File: config.mk
export PLATFORM = sky130hd
export DESIGN_NAME = regfile_reader
export DESIGN_NICKNAME = d
export VERILOG_FILES = /design/src/rtl/regfile_reader_pkg.sv /design/src/rtl/regfile_reader_sum8.sv /design/src/rtl/regfile_reader.sv
export SDC_FILE = /design/constraint.sdc
export NUM_CORES = 1
export LEC_CHECK = 0
export ABC_AREA = 0
export CAP_MARGIN = 20
export CORE_MARGIN = 2
export CORE_UTILIZATION = 35
export DETAILED_ROUTE_END_ITERATION = 7
export PLACE_DENSITY = 0.65
export SYNTH_ARGS = -nofsm -noshare
export SYNTH_HDL_FRONTEND = slang
export SYNTH_SLANG_ARGS = --single-unit
File: constraint.sdc
create_clock -name clock -period 1.59 [get_ports clock]
set_clock_uncertainty 0.15 [all_clocks]
set_input_delay 0.2385 -clock clock [delete_from_list [all_inputs] [get_ports clock]]
set_output_delay 0.2385 -clock clock [all_outputs]
set_load 0.03 [all_outputs]
File: src/rtl/regfile_reader_pkg.sv
// Shared definitions for the register-file burst reader: state encodings and default address width.
// Optional checksum byte is enabled with REGFILE_READER_CHECKSUM_EN.
`ifndef REGFILE_READER_PKG_SV
`define REGFILE_READER_PKG_SV

package regfile_reader_pkg;

  localparam int DEFAULT_ADDR_W = 3;

  typedef enum logic [2:0] {
    ST_IDLE = 3'd0,
    ST_ADDR = 3'd1,
    ST_WAIT = 3'd2,
    ST_SEND = 3'd3,
    ST_FIN  = 3'd4,
    ST_SUM  = 3'd5
  } state_t;

endpackage

`endif

File: src/rtl/regfile_reader_sum8.sv
// 8-bit clear/accumulate register used for the burst checksum.
// Instantiated only when REGFILE_READER_CHECKSUM_EN is defined.
module sum8 (
  input  logic       clock,
  input  logic       reset,
  input  logic       clear,
  input  logic       add_en,
  input  logic [7:0] data,
  output logic [7:0] sum
);

  always_ff @(posedge clock) begin
    if (reset || clear) sum <= 8'h00;
    else if (add_en)    sum <= sum + data;
  end

endmodule

File: src/rtl/regfile_reader.sv
// Burst readback engine: reads consecutive registers through a 1-cycle read port and streams them
// over valid/ready. Defining REGFILE_READER_CHECKSUM_EN appends a mod-256 sum byte to each burst.
module regfile_reader
  import regfile_reader_pkg::*;
#(
  parameter int ADDR_W = DEFAULT_ADDR_W
) (
  input  logic              clock,
  input  logic              reset,
  input  logic              start,
  input  logic [ADDR_W-1:0] base,
  input  logic [ADDR_W:0]   count,
  output logic              rd_en,
  output logic [ADDR_W-1:0] rd_addr,
  input  logic [7:0]        rd_data,
  output logic [7:0]        out,
  output logic              out_valid,
  input  logic              out_ready,
  output logic              busy,
  output logic              done
);

  localparam logic [ADDR_W-1:0] ADDR_ONE = {{(ADDR_W-1){1'b0}}, 1'b1};
  localparam logic [ADDR_W:0]   REM_ONE  = {{ADDR_W{1'b0}}, 1'b1};

  state_t            state;
  logic [ADDR_W-1:0] addr;
  logic [ADDR_W:0]   remaining;

  // The read port is addressed straight from the address register.
  assign rd_addr = addr;

`ifdef REGFILE_READER_CHECKSUM_EN
  logic [7:0] acc;

  sum8 u_sum8 (
    .clock  (clock),
    .reset  (reset),
    .clear  (state == ST_IDLE && start),
    .add_en (state == ST_SEND && out_ready),
    .data   (out),
    .sum    (acc)
  );
`endif

  // NOTE: sequential state uses non-blocking assignments so every register sees pre-edge values.
  always_ff @(posedge clock) begin
    if (reset) begin
      state     <= ST_IDLE;
      addr      <= '0;
      remaining <= '0;
      out       <= 8'h00;
      out_valid <= 1'b0;
      rd_en     <= 1'b0;
      busy      <= 1'b0;
      done      <= 1'b0;
    end else begin
      // Strobes are single-cycle unless a transition below re-asserts them.
      rd_en <= 1'b0;
      done  <= 1'b0;

      case (state)
        ST_IDLE: begin
          if (start) begin
            addr      <= base;
            remaining <= count;
            busy      <= 1'b1;
            if (count == '0) begin
`ifdef REGFILE_READER_CHECKSUM_EN
              state     <= ST_SUM;
              out       <= 8'h00;
              out_valid <= 1'b1;
`else
              state     <= ST_FIN;
              done      <= 1'b1;
`endif
            end else begin
              state <= ST_ADDR;
              rd_en <= 1'b1;
            end
          end
        end

        ST_ADDR: state <= ST_WAIT;

        ST_WAIT: begin
          out       <= rd_data;
          out_valid <= 1'b1;
          state     <= ST_SEND;
        end

        ST_SEND: begin
          if (out_ready) begin
            out_valid <= 1'b0;
            addr      <= addr + ADDR_ONE;
            remaining <= remaining - REM_ONE;
            if (remaining == REM_ONE) begin
`ifdef REGFILE_READER_CHECKSUM_EN
              // acc has not yet absorbed the byte leaving on this edge.
              state     <= ST_SUM;
              out       <= acc + out;
              out_valid <= 1'b1;
`else
              state     <= ST_FIN;
              done      <= 1'b1;
`endif
            end else begin
              state <= ST_ADDR;
              rd_en <= 1'b1;
            end
          end
        end

`ifdef REGFILE_READER_CHECKSUM_EN
        ST_SUM: begin
          if (out_ready) begin
            out_valid <= 1'b0;
            state     <= ST_FIN;
            done      <= 1'b1;
          end
        end
`endif

        ST_FIN: begin
          state <= ST_IDLE;
          busy  <= 1'b0;
        end

        default: begin
          state     <= ST_IDLE;
          out_valid <= 1'b0;
          busy      <= 1'b0;
        end
      endcase
    end
  end

endmodule

==> results of run 1 <==
how the worst max path moves through the flow:
stage	end	slack [ps]	depth (start not counted)
after global placement	rd_addr[2]$_SDFFE_PP0P_	-270	5
after global routing	remaining[2]$_SDFFE_PP0P_	-40	4
after CTS	rd_addr[2]$_SDFFE_PP0P_	20	4
final	remaining[1]$_SDFFE_PP0P_	4	3
after detailed placement	rd_addr[2]$_SDFFE_PP0P_	-320	5
after floorplan	remaining[1]$_SDFFE_PP0P_	40	4
cell families (layout without fill, tap and decap cells):
group,after synthesis,after routing,share of synthesized area [%]
simple gates,45,45,24.7
compound gates,23,23,15.6
buf+inv,13,60,6.04
fa+ha+maj,3,3,3.42
flops,22,22,40.1
mux,11,11,10.0
layer usage:
metal / vias to the layer above / wire [um]
met2: 30 / 1390
li1: 521 / -
met1: 485 / 1320
met5: - / 0
met4: 0 / 52
met3: 6 / 91
flip-flops by register name, summed over array words and instances (netlist names):
register,flops
busy,1
done,1
out,8
out_valid,1
rd_addr,3
rd_en,1
remaining,4
state,3
worst max-delay path, cell delays in order (launching register included):
cell and delay, ps:
dfxtp_4 380, or4b_4 530, a21o_1 240, o32ai_2 210
power groups by stage:
| stage | Clock [mW] | Sequential, mW | Combinational, mW |
|---|---|---|---|
| 2_1_floorplan | 0 | 0.689 | 0.169 |
| 3_3_place_gp | 0 | 0.638 | 0.388 |
| 3_5_place_dp | 0 | 0.641 | 0.393 |
| 4_1_cts | 0.448 | 0.628 | 0.379 |
| 5_1_grt | 0.455 | 0.635 | 0.414 |
| 6_report | 0.433 | 0.628 | 0.381 |
cells in the mapped netlist, types with 3 or more instances:
master | number | share of area, %
inv_1 | 5 | 1.7
dfxtp_1 | 22 | 40
nor2_1 | 12 | 4.1
nand2_1 | 5 | 1.7
nand3_1 | 4 | 1.8
nor3_1 | 3 | 1.4
ha_1 | 3 | 3.4
a2bb2oi_1 | 3 | 2.4
buf_2 | 5 | 2.3
mux2i_1 | 11 | 10
nor2b_1 | 3 | 1.7
a21oi_1 | 5 | 2.3
final cells by class:
class	count	area (sq um)
repair buffers	51	448
fillers	275	1410
inverters	5	18.8
clock buffers	3	22.5
well taps	44	55.1
clock inverters	1	30.0
flip-flops and latches	22	445
multi-input cells	82	601
through the flow:
stage                     cells  worst slack, ps  cell area [sq um]
final                       208             4.43               1620
after global routing        208            -39.1               1620
after CTS                   208             24.2               1610
after detailed placement    204             -317               1570
after global placement      204             -274               1570
after floorplan             117             41.0               1100
repair_timing:
item | in CTS | in global routing
endpoints found under the setup margin | 18 | 4
setup buffers | 0 | 0
hold buffers | 0 | 0
resized for setup | 18 | 3
==> results.ini, run 1 <==
[worst_setup_path]
r2r_cells = 3
required_ps = 1670
critical_path.reg2reg.endpoint = remaining[1]$_SDFFE_PP0P_
reg2reg_slack_ps = 4
cp-startpoint = state[1]$_SDFFE_PP0P_
r2r_start = state[1]$_SDFFE_PP0P_
critPathLaunchType = flop
path_max_fanout = 6
critPathKind = reg2reg
cp.arrival_ps = 1670
critPathCaptureType = flop

[place]
io_buffers = 33
finalWeightedCongestion = 0.810
hpwlAfterDp_um = 2190

[clocking]
ctsHtreeMaxLevel = 1
cts_root_buffer = clkbuf_4
cts_sinks = 22
cts_buffers = 3
path_clk_slew_ps = 130
clk_latency_ps = 310
clock_path_buffers = 2
cts_tree = yes

[grt]
grt_max_degree = 14
grt_use_met2_pct = 28.3
track_usage_pct = 17.1
grt.met1_usage_pct = 22.4
grt_busiest_layer = met2
gr-usage-met3_pct = 1.30
overflow = 0
antenna_found_initial = 0
grt_pass1_wl_um = 4600
grt_pass1_vias = 987

[power]
combPwrFrac_pct = 26.4
p_leak_nw = 0.694
vdd_drop_max_v = 0.000382
p_sw_mw = 0.407
power.internal_mw = 1.04
sw_frac_of_total_pct = 28.2
seq_power_share_pct = 43.5
total_power_mw = 1.44
pwr-share-clk_pct = 30.0
power.density_nw_per_um2 = 890

[synth]
synthFlopType = dfxtp_1
synth_cell_types = 39
avgSynthCellArea_sq_um = 9.38
async_flop_share_pct = 0
ys_seq_elements = 22
seq_area_frac_synth_pct = 40.1
netlist_instances = 117
synth_edf_count = 0
syn_area_sq_um = 1100
yosysWarnings = 0
synth_nets = 139

[layout]
layout_commonest_cell = dfxtp_1
antenna_cells = 0
nets = 187
area_delta_synth_final_pct = 47.7
layout_common_cells = 20 x dfxtp_1, 18 x clkdlybuf4s50_1, 18 x buf_4, 14 x dlygate4sd2_1, 12 x nor2_1
drive_gt1_share_pct = 19.5
final_util_pct = 53.5

[floorplanning]
rows = 20
io_pins = 34
core_area_sq_um = 3030
die_x_um = 60.0
start_util_pct = 36.2
die_h_um = 60.0
fp.dieArea_sq_um = 3600

[routing]
vias_per_cell = 5.01
drt-initial-drc-count = 18
vias = 1042
drt_wl_total_um = 2860
drc = 0
dr.pass1.iters = 4
wl_per_cell_um = 13.7
drtAntennaViolNets = 0

[min_path]
holdPathStages = 3
min_to = rd_addr[1]$_SDFFE_PP0P_
worstHoldStart = base[1]
hold_path_class = in2reg

[sta]
rsz0062_at_grt = yes
max-slew-margin-rel_pct = 74.2
max_freq_mhz = 631
period_share_pct = 99.7
drv_slew = 0
hold_ws_ps = 353
period_minus_slack_ps = 1590
hold_viol_final = 0
final.setup.tns_ps = 0
setup_viol = 0
worstMarginPinSlew_ps = 386

[run]
max-cap-violations = 0

[status]
outcome = finished clean

Note: power is estimated with default switching activity, not from simulation.
==> inputs of run 2 (changes only) <==
--- a/config.mk
+++ b/config.mk
@@ -10,6 +10,7 @@
 export CORE_MARGIN = 2
 export CORE_UTILIZATION = 35
 export DETAILED_ROUTE_END_ITERATION = 7
+export GPL_TIMING_DRIVEN = 0
 export PLACE_DENSITY = 0.65
 export SYNTH_ARGS = -nofsm -noshare
 export SYNTH_HDL_FRONTEND = slang
==> run 2 against run 1 <==
The flow now finishes with violations (negative setup slack). Worst hold slack lost 78 ps. Setup slack worse by 52 ps. Clock power down 2%. Global-route usage grew 0.21 points. Sequential power barely moved. Combinational power up 2%. Power barely moved. Critical path type is now in2reg. Critical endpoint is now rd_addr[0]$_SDFFE_PP0P_.
==> results.ini, run 2 (synthesis gave the netlist of run 1 again) <==
[routing]
vias_per_cell = 4.96
drtAntennaViolNets = 0
vias = 1002
drt_wl_total_um = 2820
wl_per_cell_um = 13.9
drc = 0
drt-initial-drc-count = 16
dr.pass1.iters = 4

[grt]
grt_pass1_wl_um = 4650
antenna_found_initial = 0
grt_pass1_vias = 1014
grt_max_degree = 14
overflow = 0
track_usage_pct = 17.3

[floorplanning]
fp.dieArea_sq_um = 3600
die_x_um = 60.0
io_pins = 34
start_util_pct = 36.2
die_h_um = 60.0
core_area_sq_um = 3030
rows = 20

[layout]
area_delta_synth_final_pct = 47.0
largest_reg_flops = 8
nets = 181
num-fill-cells = 290
layout_common_cells = 19 x dfxtp_1, 17 x clkdlybuf4s50_1, 16 x dlygate4sd2_1, 12 x nor2_1, 11 x mux2i_1
fin_area_sq_um = 1610
largestRegisters = out x8, remaining x4
top_register = out
layout_commonest_cell = dfxtp_1
drive_gt1_share_pct = 19.0
final_util_pct = 53.3
antenna_cells = 0

[sta]
max_freq_mhz = 611
rsz0062_at_grt = yes
setup_slack_ps = -47.9
setup_viol = 2
worstMarginPinSlew_ps = 421
drv_slew = 0
hold_viol_final = 0
max-slew-margin-rel_pct = 71.9
period_minus_slack_ps = 1640
period_share_pct = 103

[clocking]
clock_path_buffers = 2
path_clk_slew_ps = 120
cts_tree = yes
cts_root_buffer = clkbuf_4
cts_sinks = 22
clk_latency_ps = 300
cts_buffers = 3
ctsHtreeMaxLevel = 1

[run]
max-cap-violations = 0

[worst_setup_path]
max_stage_delay_ps = 650
critPathCaptureType = flop
critPathKind = in2reg
crit_slowest_cell = clkdlybuf4s50_1
cp.arrival_ps = 1730
path_max_fanout = 8
path_cells = clkdlybuf4s50_1, nand4b_4, or4_1, a31oi_1
required_ps = 1680
r2r_cells = 3
reg2reg_slack_ps = -40
critPathLaunchType = input port

[min_path]
hold_path_class = in2reg
holdPathStages = 3

[power]
p_leak_nw = 0.697
power.density_nw_per_um2 = 894
vdd_drop_max_v = 0.000374

[place]
io_buffers = 33
hpwlAfterDp_um = 2050
place_ws_ps = -454
placed_area_sq_um = 1480
finalWeightedCongestion = 0.826

[status]
outcome = finished with violations
violations = negative setup slack

run 2: final timing paths:
check,from,to
hold reg to reg,out[1]$_SDFFE_PP0P_,out[1]$_SDFFE_PP0P_
setup / recovery,out_ready,rd_addr[0]$_SDFFE_PP0P_
hold / removal,start,busy$_SDFFE_PP0P_
setup reg to reg,state[0]$_SDFFE_PP0P_,remaining[1]$_SDFFE_PP0P_
run 2: layout make-up:
type	count	area (sq um)	area share, %
repair buffers	38	348	21.6
well taps	44	55.1	3.41
multi-input cells	82	638	39.6
flip-flops and latches	22	447	27.7
clock buffers	3	22.5	1.40
inverters	5	18.8	1.16
clock inverters	1	30.0	1.86
plain buffers	7	53.8	3.34
run 2: power by group:
group	leakage (nW)	switching, mW	total [mW]	internal (mW)
Clock	0.0279	0.171	0.426	0.255
Sequential	0.182	0.0330	0.628	0.595
Combinational	0.488	0.198	0.387	0.189
Total	0.697	0.403	1.44	1.04
run 2: stage by stage:
step	power [mW]	hold slack (ps)	setup TNS (ps)	std cells
finish	1.44	275	-88.2	202
global route	1.53	282	-253	202
CTS	1.44	252	-192	202
detailed placement	1.00	336	-4810	194
global placement	0.996	331	-4400	194
floorplan	0.858	201	0	117
run 2: critical path: cells and delay by family:
family	cells	cell delay, ps
AND/OR/NAND/NOR	2	710
AO/OA/AOI/OAI	1	130
buffers and inverters	1	650
run 2: timing repair:
item | CTS | global route
setup buffers | 4 | 1
resized for setup | 29 | 6
endpoints found under the setup margin | 31 | 18
hold buffers | 0 | 0
cloned | 0 | 0
pin swaps | 2 | 1
run 2: metal layers:
layer / global-route usage [%] / share of wire [%] / up-vias
met5: 0 / 0 / -
met4: 7.62 / 0.96 / 0
li1: - / - / 508
met3: 1.30 / 2.0 / 2
met2: 29.5 / 50 / 14
met1: 22.1 / 47 / 478
